`config.mk`:
```
export PLATFORM = sky130hd
export DESIGN_NAME = ov5640_init_seq_flat
export DESIGN_NICKNAME = d
export VERILOG_FILES = /design/src/rtl/ov5640_init_seq_if.sv /design/src/rtl/ov5640_init_seq.sv /design/src/flat_wrapper.sv
export SDC_FILE = /design/constraint.sdc
export NUM_CORES = 1
export LEC_CHECK = 0
export ABC_AREA = 1
export BUFFER_PORTS_ARGS = -buffer_cell sky130_fd_sc_hd__buf_2
export CAP_MARGIN = 15
export CORE_MARGIN = 2
export CORE_UTILIZATION = 40
export CTS_CLUSTER_DIAMETER = 100
export DETAILED_ROUTE_END_ITERATION = 8
export PLACE_DENSITY = 0.56
export RECOVER_POWER = 50
export SYNTH_ARGS = -nofsm -noshare
export SYNTH_HDL_FRONTEND = slang
export SYNTH_SLANG_ARGS = --single-unit
```
`constraint.sdc`:
```
create_clock -name meg25 -period 1.6 [get_ports meg25]
set_input_delay 0.48 -clock meg25 [delete_from_list [all_inputs] [get_ports meg25]]
set_output_delay 0.48 -clock meg25 [all_outputs]
set_load 0.02 [all_outputs]
```
`src/rtl/ov5640_init_seq_if.sv`:
```
// Bundle between the OV5640 init sequencer, its register-table ROM and the
// I2C byte-writer. The sequencer is the master side.
interface ov5640_init_seq_if #(
  parameter int IDX_W = 8
);
  logic [IDX_W-1:0] rom_addr;
  logic [23:0]      rom_data;
  logic [23:0]      wr_dat;
  logic             wr_start;
  logic             wr_done;
  logic             wr_nack;

  modport master (
    output rom_addr, wr_dat, wr_start,
    input  rom_data, wr_done, wr_nack
  );

  modport slave (
    input  rom_addr, wr_dat, wr_start,
    output rom_data, wr_done, wr_nack
  );
endinterface

```
`src/rtl/ov5640_init_seq.sv`:
```
// OV5640 register-initialisation sequencer: waits out sensor power-up, then
// walks a {reg_addr, reg_val} table in an external synchronous ROM and issues
// one I2C write per entry, honouring delay entries, an end marker and a
// bounded NACK retry.
module ov5640_init_seq #(
  parameter int NUM_ENTRIES = 256,
  parameter int IDX_W       = 8,
  parameter int PWR_DLY     = 500000,
  parameter int GAP_CYCLES  = 125,
  parameter int DLY_UNIT    = 25000,
  parameter int MAX_RETRY   = 3
) (
  input  logic              meg25,
  input  logic              reset,
  input  logic              start,
  ov5640_init_seq_if.master bus,
  output logic              init_done,
  output logic              init_err,
  output logic [IDX_W-1:0]  cur_index
);

  // One shared counter serves power-up, inter-write gap and delay entries;
  // it must hold the largest of them (a 254-unit delay at most).
  localparam int DLY_MAX = 254 * DLY_UNIT;
  localparam int PG_MAX  = (PWR_DLY > GAP_CYCLES) ? PWR_DLY : GAP_CYCLES;
  localparam int CNT_MAX = (PG_MAX > DLY_MAX) ? PG_MAX : DLY_MAX;
  localparam int CNT_W   = $clog2(CNT_MAX + 1);
  localparam int RTY_W   = $clog2(MAX_RETRY + 2);

  typedef enum logic [3:0] {
    S_PWRUP, S_IDLE, S_FETCH, S_DECODE, S_ISSUE,
    S_WAIT_WR, S_GAP, S_DELAY, S_FIN, S_ERR
  } state_t;

  state_t           state_q, state_d;
  logic [CNT_W-1:0] cnt_q;
  logic [IDX_W-1:0] idx_q;
  logic [RTY_W-1:0] retry_q;
  logic [23:0]      wr_dat_q;

  logic is_end, is_dly, is_last, pwr_end, gap_end, dly_end;
  logic retrying, can_retry;

  // End marker wins over the delay pattern, so FFFFFF is never a delay.
  assign is_end    = (bus.rom_data == 24'hFFFFFF);
  assign is_dly    = (bus.rom_data[23:8] == 16'hFFFF) && !is_end;
  assign is_last   = (idx_q == IDX_W'(NUM_ENTRIES - 1));
  assign pwr_end   = (cnt_q == CNT_W'(PWR_DLY - 1));
  assign gap_end   = (cnt_q == CNT_W'(GAP_CYCLES - 1));
  assign dly_end   = (cnt_q == '0);
  assign retrying  = (retry_q != '0);
  assign can_retry = (retry_q < RTY_W'(MAX_RETRY));

  // The table index is the ROM address and the reported progress index.
  assign bus.rom_addr = idx_q;
  assign bus.wr_dat   = wr_dat_q;
  assign cur_index    = idx_q;

  // State register; any reset restarts the power-up wait.
  always_ff @(posedge meg25 or negedge reset) begin
    if (!reset) state_q <= S_PWRUP;
    else        state_q <= state_d;
  end

  // Next-state decode; wr_start is a pure state decode so reset drops it at once.
  always_comb begin
    state_d      = state_q;
    bus.wr_start = 1'b0;
    case (state_q)
      S_PWRUP:   if (pwr_end) state_d = S_IDLE;
      S_IDLE:    if (start) state_d = S_FETCH;
      S_FETCH:   state_d = S_DECODE;
      S_DECODE: begin
        if (is_end)      state_d = S_FIN;
        else if (is_dly) state_d = S_DELAY;
        else             state_d = S_ISSUE;
      end
      S_ISSUE: begin
        bus.wr_start = 1'b1;
        state_d      = S_WAIT_WR;
      end
      S_WAIT_WR: begin
        if (bus.wr_done) begin
          if (!bus.wr_nack || can_retry) state_d = S_GAP;
          else                           state_d = S_ERR;
        end
      end
      S_GAP: begin
        if (gap_end) begin
          if (retrying)     state_d = S_ISSUE;
          else if (is_last) state_d = S_FIN;
          else              state_d = S_FETCH;
        end
      end
      S_DELAY: begin
        if (dly_end) begin
          if (is_last) state_d = S_FIN;
          else         state_d = S_FETCH;
        end
      end
      S_FIN:   state_d = S_IDLE;
      // Leaving on start low means the next rising start is seen in IDLE.
      S_ERR:   if (!start) state_d = S_IDLE;
      default: state_d = S_PWRUP;
    endcase
  end

  // Counter, table index, latched entry, retry count and status flags.
  always_ff @(posedge meg25 or negedge reset) begin
    if (!reset) begin
      cnt_q     <= '0;
      idx_q     <= '0;
      retry_q   <= '0;
      wr_dat_q  <= '0;
      init_done <= 1'b0;
      init_err  <= 1'b0;
    end else begin
      case (state_q)
        S_PWRUP: cnt_q <= pwr_end ? '0 : cnt_q + CNT_W'(1);
        S_IDLE: begin
          if (start) begin
            idx_q     <= '0;
            retry_q   <= '0;
            init_done <= 1'b0;
            init_err  <= 1'b0;
          end
        end
        S_DECODE: begin
          cnt_q <= is_dly ? CNT_W'(bus.rom_data[7:0]) * CNT_W'(DLY_UNIT) : '0;
          if (!is_end && !is_dly) wr_dat_q <= bus.rom_data;
        end
        S_WAIT_WR: begin
          cnt_q <= '0;
          if (bus.wr_done) begin
            if (!bus.wr_nack) retry_q  <= '0;
            else if (can_retry) retry_q <= retry_q + RTY_W'(1);
            else                init_err <= 1'b1;
          end
        end
        S_GAP: begin
          if (gap_end) begin
            cnt_q <= '0;
            if (!retrying && !is_last) idx_q <= idx_q + IDX_W'(1);
          end else begin
            cnt_q <= cnt_q + CNT_W'(1);
          end
        end
        S_DELAY: begin
          if (dly_end) begin
            if (!is_last) idx_q <= idx_q + IDX_W'(1);
          end else begin
            cnt_q <= cnt_q - CNT_W'(1);
          end
        end
        S_FIN: init_done <= 1'b1;
        default: ;
      endcase
    end
  end

endmodule

```
`src/flat_wrapper.sv`:
```
// flat-port wrapper written by rule: the top's interface ports become plain ports
module ov5640_init_seq_flat 
#(
  parameter int NUM_ENTRIES = 256,
  parameter int IDX_W       = 8,
  parameter int PWR_DLY     = 500000,
  parameter int GAP_CYCLES  = 125,
  parameter int DLY_UNIT    = 25000,
  parameter int MAX_RETRY   = 3
)
  (meg25, reset, start, init_done, init_err, cur_index, bus_rom_addr, bus_wr_dat, bus_wr_start, bus_rom_data, bus_wr_done, bus_wr_nack);
  ov5640_init_seq_if #(.IDX_W(IDX_W)) bus_i ();
  input  logic meg25;
  input  logic reset;
  input  logic start;
  output logic init_done;
  output logic init_err;
  output logic [IDX_W-1:0] cur_index;
  output wire logic [$bits(bus_i.rom_addr)-1:0] bus_rom_addr;
  output wire logic [$bits(bus_i.wr_dat)-1:0] bus_wr_dat;
  output wire logic [$bits(bus_i.wr_start)-1:0] bus_wr_start;
  input wire logic [$bits(bus_i.rom_data)-1:0] bus_rom_data;
  input wire logic [$bits(bus_i.wr_done)-1:0] bus_wr_done;
  input wire logic [$bits(bus_i.wr_nack)-1:0] bus_wr_nack;
  assign bus_rom_addr = bus_i.rom_addr;
  assign bus_wr_dat = bus_i.wr_dat;
  assign bus_wr_start = bus_i.wr_start;
  assign bus_i.rom_data = bus_rom_data;
  assign bus_i.wr_done = bus_wr_done;
  assign bus_i.wr_nack = bus_wr_nack;
  ov5640_init_seq #(.NUM_ENTRIES(NUM_ENTRIES), .IDX_W(IDX_W), .PWR_DLY(PWR_DLY), .GAP_CYCLES(GAP_CYCLES), .DLY_UNIT(DLY_UNIT), .MAX_RETRY(MAX_RETRY)) u_core (.meg25(meg25), .reset(reset), .start(start), .bus(bus_i), .init_done(init_done), .init_err(init_err), .cur_index(cur_index));
endmodule
```
## After elaboration in Yosys (flattened, before gate mapping)

Index checks and enable logic that the tools add are counted.

| cells by class | value |
|---|---|
| multiply operators | 1 |
| add/sub/neg operators | 4 |
| magnitude comparators | 1 |
| equality and inequality tests | 26 |
| reductions and logical operators | 23 |
| muxes and demuxes | 35 |

Operators by type and width:

| operator | count |
|---|---|
| one-hot mux 23 bit (5 select lines) | 1 |
| two-way mux 23 bit | 4 |
| two-way mux 4 bit | 10 |
| two-way mux 8 bit | 5 |
| one-hot mux 4 bit (10 select lines) | 1 |
| equality test 24 bit, second input constant | 1 |
| one-hot mux 8 bit (3 select lines) | 1 |
| adder 23 x 1 -> 23 bit, second input constant | 1 |
| equality test 23 x 19 -> 1 bit, second input constant | 1 |
| equality test 23 x 7 -> 1 bit, second input constant | 1 |
| zero test 23 bit | 1 |
| subtractor 23 x 1 -> 23 bit, second input constant | 1 |
| multiplier 8 x 12 -> 20 bit, second input constant | 1 |
| equality test 16 bit, second input constant | 1 |
| equality test 4 x 3 -> 1 bit, second input constant | 4 |
| != test 2 bit, second input constant | 7 |
| two-way mux 3 bit | 4 |
| AND reduction 6 bit | 2 |
| adder 8 x 1 -> 8 bit, second input constant | 1 |
| equality test 4 x 2 -> 1 bit, second input constant | 2 |
| equality test 4 bit, second input constant | 2 |
| equality test 8 bit, second input constant | 1 |
| != test 2 x 1 -> 1 bit, second input constant | 4 |
| one-hot mux 3 bit (2 select lines) | 1 |
| 17 further kinds | 32 |

| word-level totals | value |
|---|---|
| bits of input ports | 29 |
| output and inout bits | 43 |
| bits in registers | 64 |
| word-level logic and storage cells | 97 |

## Longest topological paths before layout

Gate-level depths: netlist of the first run.

| depth | value |
|---|---|
| depth after elaboration | 6 |
| depth in mapped cells | 18 |
| mapped depth without buffers | 18 |

## Worst setup path before layout of the first run

No wires, ideal clock.

| timing path | value |
|---|---|
| kind | input-to-reg |
| from | in bus_rom_data[2] |
| to | reg u_core.cnt_q[15] |
| library setup time | 117 ps |
| data required time | 1483 ps |
| arrival time | 3211 ps |
| cell stages on the path | 16 |
| path buffers | 0 |
| path slack | -1728 ps |
| cells stage by stage | ha_1 ha_1 inv_1 fa_1 inv_1 fa_1 ha_1 a21oi_1 nand2_1 nand2_1 nand2_1 or2_2 nand3_1 nand3_1 nor2_1 nor2_1 |

| between the ends | value |
|---|---|
| longest elaborated chain between the ends | 5 |
| elaborated cells on any way between the ends | 6 |
| those cells by class | mul: 1; eq/ne: 1; mux: 2; reduce/logical: 2 |

RTL lines:

| element | line | text |
|---|---|---|
| from (decl) | flat_wrapper.sv:22 | `input wire logic [$bits(bus_i.rom_data)-1:0] bus_rom_data;` |
| parallel branches: the longest is 3 deep, another holds multiplier 8 x 12 -> 20 bit | -- |  |
| two-way mux 23 bit * | ov5640_init_seq.sv:129 | `cnt_q <= is_dly ? CNT_W'(bus.rom_data[7:0]) * CNT_W'(DLY_UNIT) : '0;` |
| one-hot mux 23 bit (5 select lines) * | ov5640_init_seq.sv:118 | `case (state_q)` |
| to (signal assigned) | ov5640_init_seq.sv:119 | `S_PWRUP: cnt_q <= pwr_end ? '0 : cnt_q + CNT_W'(1);` |
| to (signal assigned) | ov5640_init_seq.sv:129 |  |
| to (signal assigned) | ov5640_init_seq.sv:145 | `cnt_q <= cnt_q + CNT_W'(1);` |
| to (decl) | ov5640_init_seq.sv:36 | `logic [CNT_W-1:0] cnt_q;` |

Mark *: on every way between the ends.
A chain may end at the register's enable or synchronous reset.

## Final worst setup path of the first run

| timing path | value |
|---|---|
| from | in bus_rom_data[7] |
| to | reg u_core.cnt_q[17] |

The elaborated chain is that of the path after synthesis.

==> run_summary.xml, run 1 <==
<?xml version="1.0" encoding="UTF-8"?>
<metrics>
  <group name="logic_synthesis">
    <metric name="synthArstFlopShare" unit="%">100</metric>
    <metric name="syn_avg_cell_area" unit="µm²">7.02</metric>
    <metric name="synth_commonest_cells" unit="">sky130_fd_sc_hd__nand2_1 (267), sky130_fd_sc_hd__nor2_1 (121), sky130_fd_sc_hd__inv_1 (116), sky130_fd_sc_hd__nand3_1 (88), sky130_fd_sc_hd__dfrtp_1 (64)</metric>
    <metric name="most_used_standard_cell_by_instance_count_after_synthesis" unit="">sky130_fd_sc_hd__nand2_1</metric>
    <metric name="synth_ff_type" unit="">sky130_fd_sc_hd__dfrtp_1</metric>
    <metric name="synthTopCellsByArea" unit="">sky130_fd_sc_hd__dfrtp_1 (23%), sky130_fd_sc_hd__nand2_1 (15%), sky130_fd_sc_hd__ha_1 (11%)</metric>
    <metric name="synth_seq_cells" unit="">64</metric>
    <metric name="yosys.cell_types.count" unit="">45</metric>
    <metric name="yosys_warnings" unit="">0</metric>
    <metric name="yosys.area.top_type" unit="">sky130_fd_sc_hd__dfrtp_1</metric>
    <metric name="synth.top_cell.area_share" unit="%">23.4</metric>
    <metric name="synth_cells" unit="">976</metric>
    <metric name="synth_nets" unit="">1076</metric>
    <metric name="synth_area" unit="µm²">6850</metric>
    <metric name="yosysSeqAreaShare" unit="%">23.4</metric>
    <metric name="synth_edf_count" unit="">0</metric>
  </group>
  <group name="cts">
    <metric name="htree_levels" unit="">3</metric>
    <metric name="path_clk_slew" unit="ns">0.06</metric>
    <metric name="worst_skew_pair.late_latency" unit="ns">0.34</metric>
    <metric name="clk_path_buf_depth" unit="">2</metric>
    <metric name="cts_made_buffers" unit="">9</metric>
    <metric name="cell_chosen_for_the_clock_root" unit="">sky130_fd_sc_hd__clkbuf_16</metric>
    <metric name="clock_tree_from_tritoncts" unit="">yes</metric>
    <metric name="holdBufCountCts" unit="">0</metric>
    <metric name="cts.sink_count" unit="">64</metric>
  </group>
  <group name="power_and_ir_drop">
    <metric name="p_leak" unit="nW">5.32</metric>
    <metric name="fin_total_pwr" unit="mW">18.1</metric>
    <metric name="p_comb_share" unit="%">72.2</metric>
    <metric name="peak_supply_drop" unit="mV">0.907</metric>
    <metric name="seqPwrFrac" unit="%">17.3</metric>
    <metric name="p_int" unit="mW">9.73</metric>
    <metric name="netSwitchingFraction" unit="%">46.2</metric>
    <metric name="p_sw" unit="mW">8.37</metric>
    <metric name="p_per_area" unit="nW/µm²">1710</metric>
    <metric name="share_clk_of_total_power" unit="%">10.5</metric>
  </group>
  <group name="detailed_routing">
    <metric name="topmost_layer_with_routed_signal_wires" unit="">met4</metric>
    <metric name="metal1_wirelength" unit="µm">9810</metric>
    <metric name="avgViaCountPerCell" unit="">4.95</metric>
    <metric name="wire_length_per_cell" unit="µm">15.0</metric>
    <metric name="finalWirelength" unit="µm">22100</metric>
    <metric name="dr.first_iter.drc_count" unit="">405</metric>
    <metric name="detailroute.wirelength.met3" unit="µm">1360</metric>
    <metric name="route.met2.wl" unit="µm">10400</metric>
    <metric name="drc" unit="">0</metric>
    <metric name="ant_nets" unit="">0</metric>
    <metric name="dr.pass1.iters" unit="">6</metric>
    <metric name="vias" unit="">7306</metric>
  </group>
  <group name="global_route">
    <metric name="initial_antenna_violation_count" unit="">0</metric>
    <metric name="grt_first_pass_wirelength" unit="µm">35800</metric>
    <metric name="gr-total-overflow" unit="">0</metric>
    <metric name="global_route_usage_sum" unit="%">24.9</metric>
    <metric name="grt_pass1_vias" unit="">7107</metric>
    <metric name="grt_max_degree" unit="">31</metric>
  </group>
  <group name="critical_path">
    <metric name="worstPathRequired" unit="ns">1.87</metric>
    <metric name="setup.worst_path.end_class" unit="">flop</metric>
    <metric name="path_cells" unit="">buf_4, ha_1, ha_1, fa_1, ha_4, ha_4, or2_4, nand3b_1, nand2_2, nand2_2, nand2_1, nand2_1, nand3_2, nand2_1, nor2_1, nor2_1</metric>
    <metric name="critical_path.slowest_cell" unit="">sky130_fd_sc_hd__fa_1</metric>
    <metric name="worst_setup_path_start_kind" unit="">input pin</metric>
    <metric name="r2r_setup_slack" unit="ns">-0.29</metric>
    <metric name="crit_path_max_fanout" unit="">5</metric>
    <metric name="timing.setup.critical_path_class" unit="">in2reg</metric>
    <metric name="cp_slowest_stage_delay" unit="ns">0.51</metric>
    <metric name="worst_ep_arrival_time" unit="ns">3.20</metric>
    <metric name="worst_path_most_repeated_cell" unit="">sky130_fd_sc_hd__nand2_1</metric>
  </group>
  <group name="sta">
    <metric name="timing.final.crit_share" unit="%">183</metric>
    <metric name="slew_headroom" unit="%">46.9</metric>
    <metric name="worst_pin_slew" unit="ns">0.796</metric>
    <metric name="grt_setup_unrepaired" unit="">yes</metric>
    <metric name="setup_tns" unit="ns">-21.36</metric>
    <metric name="slew_violations" unit="">0</metric>
    <metric name="achievable_freq" unit="MHz">341</metric>
    <metric name="report.final.hold_viol_count" unit="">0</metric>
    <metric name="setup_ws" unit="ns">-1.33</metric>
    <metric name="setup_violations" unit="">36</metric>
    <metric name="post-route-min-period" unit="ns">2.93</metric>
    <metric name="skew" unit="ns">0.00960</metric>
  </group>
  <group name="die">
    <metric name="row_count" unit="">47</metric>
    <metric name="floorplan.io_pins" unit="">72</metric>
    <metric name="chipHeight" unit="µm">135</metric>
    <metric name="initial_core_utilization" unit="%">41.2</metric>
    <metric name="die_w" unit="µm">135</metric>
    <metric name="core_area" unit="µm²">16600</metric>
    <metric name="die_area" unit="µm²">18200</metric>
  </group>
  <group name="run">
    <metric name="maxCapViolCount" unit="">0</metric>
  </group>
  <group name="cells_and_area">
    <metric name="fillCellCount" unit="">1455</metric>
    <metric name="layout-drive-gt1-share" unit="%">46.6</metric>
    <metric name="finalNetCount" unit="">1350</metric>
    <metric name="area_growth" unit="%">54.8</metric>
    <metric name="final_cell_area" unit="µm²">10600</metric>
    <metric name="antenna_cells_inserted" unit="">0</metric>
  </group>
  <group name="status">
    <metric name="violations_in_the_final_reports" unit="">setup timing</metric>
    <metric name="status" unit="">complete, but fails checks</metric>
  </group>
  <group name="place">
    <metric name="dpl-instance-area" unit="µm²">8940</metric>
    <metric name="placement.io_buffers" unit="">71</metric>
    <metric name="dp.final_hpwl" unit="µm">16400</metric>
    <metric name="gpl.final_weighted_congestion" unit="">0.917</metric>
  </group>
  <group name="worst_hold_path">
    <metric name="worstHoldPathType" unit="">in2async</metric>
  </group>
</metrics>
[registers in the layout (all words and copies together), names as in the netlist]
signal / cells
u_core.state_q: 4
u_core.cnt_q: 23
u_core.init_done: 1
u_core.init_err: 1
u_core.bus.rom_addr: 8
u_core.bus.wr_dat: 24
u_core.retry_q: 3
[through the flow]
stage                     cells  util [%]  setup WS (ns)  hold slack [ns]
after CTS                  1458      61.1          -1.37           0.0197
after floorplan             976         -          -1.44            0.184
after detailed placement   1408      53.7          -1.80            0.392
after global placement     1408      53.7          -1.78            0.391
final                      1475      63.7          -1.33            0.108
after global routing       1475      63.7          -1.50            0.168
[worst paths after layout]
kind	startpoint	endpoint	cells after the start
min	reset	u_core.bus.wr_dat[23]	1
max in group asynchronous	reset	u_core.cnt_q[7]	2
max	bus_rom_data[7]	u_core.cnt_q[17]	16
min reg2reg	u_core.bus.wr_dat[6]	u_core.bus.wr_dat[6]	2
min in group meg25	bus_rom_data[15]	u_core.bus.wr_dat[15]	2
max reg2reg	u_core.cnt_q[9]	u_core.cnt_q[16]	8
[per-layer routing]
| layer | vias to the layer above | GRT usage [%] |
|---|---|---|
| met5 | - | 0 |
| met4 | 0 | 5.96 |
| met3 | 32 | 4.58 |
| met2 | 195 | 41.3 |
| met1 | 3417 | 33.6 |
| li1 | 3662 | - |
[what timing repair did]
action | 4_1_cts | 5_1_grt
resized for setup | 165 | 80
setup endpoints to repair | 50 | 63
setup buffers | 28 | 19
pin swaps | 68 | 70
gates cloned | 7 | 1
[cell families (layout without fill, tap and decap cells)]
group	Yosys count	count (layout)	synth area share [%]
and+or+nand+nor	564	567	38.5
buffers and inverters	159	435	10.8
AOI/OAI and AO/OA	79	79	6.72
adders and majority gates	71	71	14.3
DFF	64	64	23.4
muxes	22	22	4.16
xor gates and xnor gates	17	17	2.17
[layout by cell type (no fill, tap or decap), types with 5 or more instances in the layout]
cell | netlist | final
sky130_fd_sc_hd__dfrtp_1 | 64 | 49
sky130_fd_sc_hd__nand3_1 | 88 | 69
sky130_fd_sc_hd__buf_4 | 12 | 188
sky130_fd_sc_hd__o21ai_1 | 11 | 9
sky130_fd_sc_hd__buf_12 | 0 | 11
sky130_fd_sc_hd__nand2_4 | 7 | 22
sky130_fd_sc_hd__nand2_8 | 0 | 5
sky130_fd_sc_hd__nand2_1 | 267 | 220
sky130_fd_sc_hd__inv_2 | 10 | 18
sky130_fd_sc_hd__a21oi_1 | 34 | 23
sky130_fd_sc_hd__mux2_2 | 6 | 6
sky130_fd_sc_hd__ha_1 | 59 | 29
sky130_fd_sc_hd__buf_6 | 11 | 17
sky130_fd_sc_hd__clkbuf_16 | 0 | 9
sky130_fd_sc_hd__nor2_1 | 121 | 96
sky130_fd_sc_hd__inv_1 | 116 | 103
sky130_fd_sc_hd__nor2_4 | 13 | 28
sky130_fd_sc_hd__xor2_1 | 13 | 11
sky130_fd_sc_hd__fa_1 | 12 | 9
sky130_fd_sc_hd__nor2_2 | 13 | 24
sky130_fd_sc_hd__nand3b_1 | 5 | 5
sky130_fd_sc_hd__o21ai_2 | 0 | 6
sky130_fd_sc_hd__o21ai_0 | 22 | 18
sky130_fd_sc_hd__mux2_4 | 10 | 16
sky130_fd_sc_hd__nand3_4 | 2 | 5
sky130_fd_sc_hd__nand4_1 | 14 | 14
sky130_fd_sc_hd__buf_2 | 7 | 64
sky130_fd_sc_hd__a21oi_2 | 2 | 10
sky130_fd_sc_hd__dfrtp_2 | 0 | 15
sky130_fd_sc_hd__nand2_2 | 13 | 42
sky130_fd_sc_hd__ha_4 | 0 | 28
sky130_fd_sc_hd__nand3_2 | 3 | 19
[final cells by class]
class	count	area [µm²]	area share, %
Multi-Input combinational cell	756	5560	52.4
Inverter	129	528	4.98
Clock inverter	7	55.1	0.519
Sequential cell	64	1620	15.3
Clock buffer	9	225	2.12
Timing Repair Buffer	290	2340	22.1
Tap cell	220	275	2.60
[power by group through the flow]
stage,combinational (mW),clock (mW),sequential [mW]
after global routing,14.2,2.02,3.21
after global placement,10.0,0,3.05
final,13.1,1.90,3.13
after floorplan,6.21,0,3.21
after CTS,12.0,1.95,3.09
after detailed placement,10.1,0,3.04
[worst max-delay path: cells and delay by family]
kind,cells,cell delay (ns)
adder cells (fa/ha/maj),5,1.67
AND/OR/NAND/NOR,10,0.91
buffers and inverters,1,0.14
(Power assumes the default switching activity.)
==> run 2: changes to the inputs <==
- CAP_MARGIN: 15 -> unset
- REMOVE_ABC_BUFFERS: unset -> 1
- SETUP_SLACK_MARGIN: unset -> 0.15
==> run 2 against run 1 <==
Compared with the run above:
- the flow still finishes with violations (setup timing)
- cell area rose by 4.7%
- critical path depth is the same
- utilization rose by 3.0 points
- sequential cell count did not move
- global-route usage rose by 2.2 points
- maximum frequency shrank 2.2%
- sequential share of layout area down 0.76 points
- wire length up 12%
- sequential power about the same
- register-to-register slack about the same
- critical endpoint unchanged
- largest power group unchanged
==> run_summary.xml, run 2 (synthesis results as in run 1) <==
<?xml version="1.0" encoding="UTF-8"?>
<metrics>
  <group name="cts">
    <metric name="holdBufCountCts" unit="">0</metric>
    <metric name="clk_path_buf_depth" unit="">2</metric>
    <metric name="cts.sink_count" unit="">64</metric>
    <metric name="clock_tree_from_tritoncts" unit="">yes</metric>
    <metric name="path_clk_slew" unit="ns">0.07</metric>
    <metric name="cell_chosen_for_the_clock_root" unit="">sky130_fd_sc_hd__clkbuf_16</metric>
    <metric name="cts_made_buffers" unit="">9</metric>
    <metric name="worst_skew_pair.late_latency" unit="ns">0.34</metric>
    <metric name="htree_levels" unit="">3</metric>
  </group>
  <group name="die">
    <metric name="initial_core_utilization" unit="%">41.2</metric>
    <metric name="floorplan.io_pins" unit="">72</metric>
    <metric name="row_count" unit="">47</metric>
    <metric name="chipHeight" unit="µm">135</metric>
    <metric name="die_area" unit="µm²">18200</metric>
    <metric name="core_area" unit="µm²">16600</metric>
    <metric name="die_w" unit="µm">135</metric>
  </group>
  <group name="power_and_ir_drop">
    <metric name="fin_total_pwr" unit="mW">19.7</metric>
    <metric name="p_per_area" unit="nW/µm²">1770</metric>
    <metric name="p_leak" unit="nW">5.61</metric>
    <metric name="peak_supply_drop" unit="mV">1.03</metric>
  </group>
  <group name="sta">
    <metric name="timing.final.crit_share" unit="%">187</metric>
    <metric name="report.final.hold_viol_count" unit="">0</metric>
    <metric name="grt_setup_unrepaired" unit="">yes</metric>
    <metric name="setup_ws" unit="ns">-1.40</metric>
    <metric name="setup_violations" unit="">64</metric>
    <metric name="achievable_freq" unit="MHz">334</metric>
    <metric name="slew_headroom" unit="%">53.2</metric>
    <metric name="skew" unit="ns">0.0102</metric>
    <metric name="post-route-min-period" unit="ns">3.00</metric>
    <metric name="slew_violations" unit="">0</metric>
    <metric name="worst_pin_slew" unit="ns">0.702</metric>
  </group>
  <group name="cells_and_area">
    <metric name="antenna_cells_inserted" unit="">0</metric>
    <metric name="finalNetCount" unit="">1384</metric>
    <metric name="final_cell_mix" unit="">sky130_fd_sc_hd__nand2_1 (213), sky130_fd_sc_hd__buf_4 (197), sky130_fd_sc_hd__inv_1 (104)</metric>
    <metric name="final_cell_area" unit="µm²">11100</metric>
    <metric name="mostFrequentLayoutCell" unit="">sky130_fd_sc_hd__nand2_1</metric>
    <metric name="largest_register_ff_count" unit="">24</metric>
    <metric name="layout-drive-gt1-share" unit="%">47.8</metric>
    <metric name="layout.cells.non_filler" unit="">1509</metric>
    <metric name="area_growth" unit="%">62.2</metric>
  </group>
  <group name="global_route">
    <metric name="grt_pass1_vias" unit="">7586</metric>
    <metric name="grt_first_pass_wirelength" unit="µm">38500</metric>
    <metric name="gr-total-overflow" unit="">0</metric>
    <metric name="global_route_usage_sum" unit="%">27.1</metric>
    <metric name="grt_max_degree" unit="">34</metric>
    <metric name="initial_antenna_violation_count" unit="">0</metric>
  </group>
  <group name="critical_path">
    <metric name="setup.worst_path.end_class" unit="">flop</metric>
    <metric name="worst_ep_arrival_time" unit="ns">3.23</metric>
    <metric name="crit_path_max_fanout" unit="">4</metric>
    <metric name="cp_slowest_stage_delay" unit="ns">0.57</metric>
    <metric name="worst_setup_path_start_kind" unit="">input pin</metric>
    <metric name="path_cells" unit="">buf_12, ha_4, fa_2, fa_1, ha_4, ha_4, nand2_2, nand3b_1, nand2_2, nand2_2, nand2_2, nand2_1, nand3_1, nand2_1, nor2_1, nor2_1</metric>
    <metric name="critical_path.slowest_cell" unit="">sky130_fd_sc_hd__fa_1</metric>
    <metric name="timing.setup.critical_path_class" unit="">in2reg</metric>
    <metric name="worst_path_most_repeated_cell" unit="">sky130_fd_sc_hd__nand2_2</metric>
    <metric name="worstPathRequired" unit="ns">1.83</metric>
  </group>
  <group name="place">
    <metric name="dpl-instance-area" unit="µm²">8690</metric>
    <metric name="gpl.final_weighted_congestion" unit="">0.984</metric>
    <metric name="dp.final_hpwl" unit="µm">16300</metric>
    <metric name="placement.io_buffers" unit="">71</metric>
    <metric name="detailedPlace.worstSlack" unit="ns">-2.03</metric>
    <metric name="post-place-cells" unit="">1419</metric>
  </group>
  <group name="detailed_routing">
    <metric name="vias" unit="">7573</metric>
    <metric name="dr.first_iter.drc_count" unit="">427</metric>
    <metric name="ant_nets" unit="">0</metric>
    <metric name="avgViaCountPerCell" unit="">5.02</metric>
    <metric name="wire_length_per_cell" unit="µm">16.4</metric>
    <metric name="drc" unit="">0</metric>
    <metric name="dr.pass1.iters" unit="">5</metric>
    <metric name="finalWirelength" unit="µm">24700</metric>
  </group>
  <group name="run">
    <metric name="maxCapViolCount" unit="">0</metric>
  </group>
  <group name="status">
    <metric name="status" unit="">complete, but fails checks</metric>
    <metric name="violations_in_the_final_reports" unit="">setup timing</metric>
  </group>
  <group name="worst_hold_path">
    <metric name="worstHoldPathType" unit="">in2async</metric>
  </group>
</metrics>
-- run 2: changes by cell type in the layout (fill, tap and decap cells not counted), sizes merged --
cell,previous run,this run
buf,287,323
bufinv,0,2
bufbuf,1,0
clkbuf,11,12
clkinv,5,4
clkinvlp,2,1
nand2,289,288
nor2,152,151
-- run 2: path summary, 6_finish.rpt --
path	from	to	slack, ns	cells past startpoint
min in group meg25	bus_rom_data[16]	u_core.bus.wr_dat[16]	0.39	2
min	reset	u_core.bus.wr_dat[22]	0.15	1
max in group asynchronous	reset	u_core.cnt_q[12]	0.37	2
max	bus_rom_data[4]	u_core.cnt_q[17]	-1.40	16
max reg2reg	u_core.cnt_q[21]	u_core.cnt_q[16]	-0.29	11
min reg2reg	u_core.init_err	u_core.init_err	0.50	1
-- run 2: final cells by class --
cell class / count / area, µm²
timing repair buffer: 326 / 2790
clock inverter: 7 / 103
fill: 1321 / 5530
multi-input combinational: 754 / 5580
sequential: 64 / 1610
clock buffer: 9 / 225
tap: 220 / 275
inverter: 129 / 520
-- run 2: what timing repair did --
| action | in CTS | in global routing |
|---|---|---|
| pin swaps | 98 | 68 |
| hold endpoints to repair | 0 | 0 |
| resized for setup | 236 | 111 |
| setup buffers | 50 | 17 |
| gates cloned | 7 | 0 |
| setup endpoints to repair | 77 | 77 |
-- run 2: layer usage --
layer | part of all wire, % | vias up | track usage (%)
li1 | - | 3738 | -
met3 | 5.0 | 68 | 4.28
met4 | 3.5 | 0 | 9.59
met1 | 42 | 3535 | 33.9
met2 | 49 | 232 | 47.3
met5 | 0 | - | 0
-- run 2: power breakdown --
part | switching, mW | internal [mW]
Clock | 0.873 | 1.38
Combinational | 7.33 | 6.94
Sequential | 0.784 | 2.34
-- run 2: stage by stage --
step | util (%) | TNS, ns | hold slack, ns
floorplan | - | -28.48 | 0.184
global placement | 52.2 | -39.43 | 0.410
detailed placement | 52.2 | -40.00 | 0.411
CTS | 63.7 | -23.52 | 0.0393
global route | 66.7 | -31.96 | 0.199
finish | 66.7 | -26.98 | 0.152
-- run 2: critical path, delay by kind of cell --
kind,cells,cell delay [ns]
fa+ha+maj,5,1.83
buf+inv,1,0.11
simple gates,10,0.80
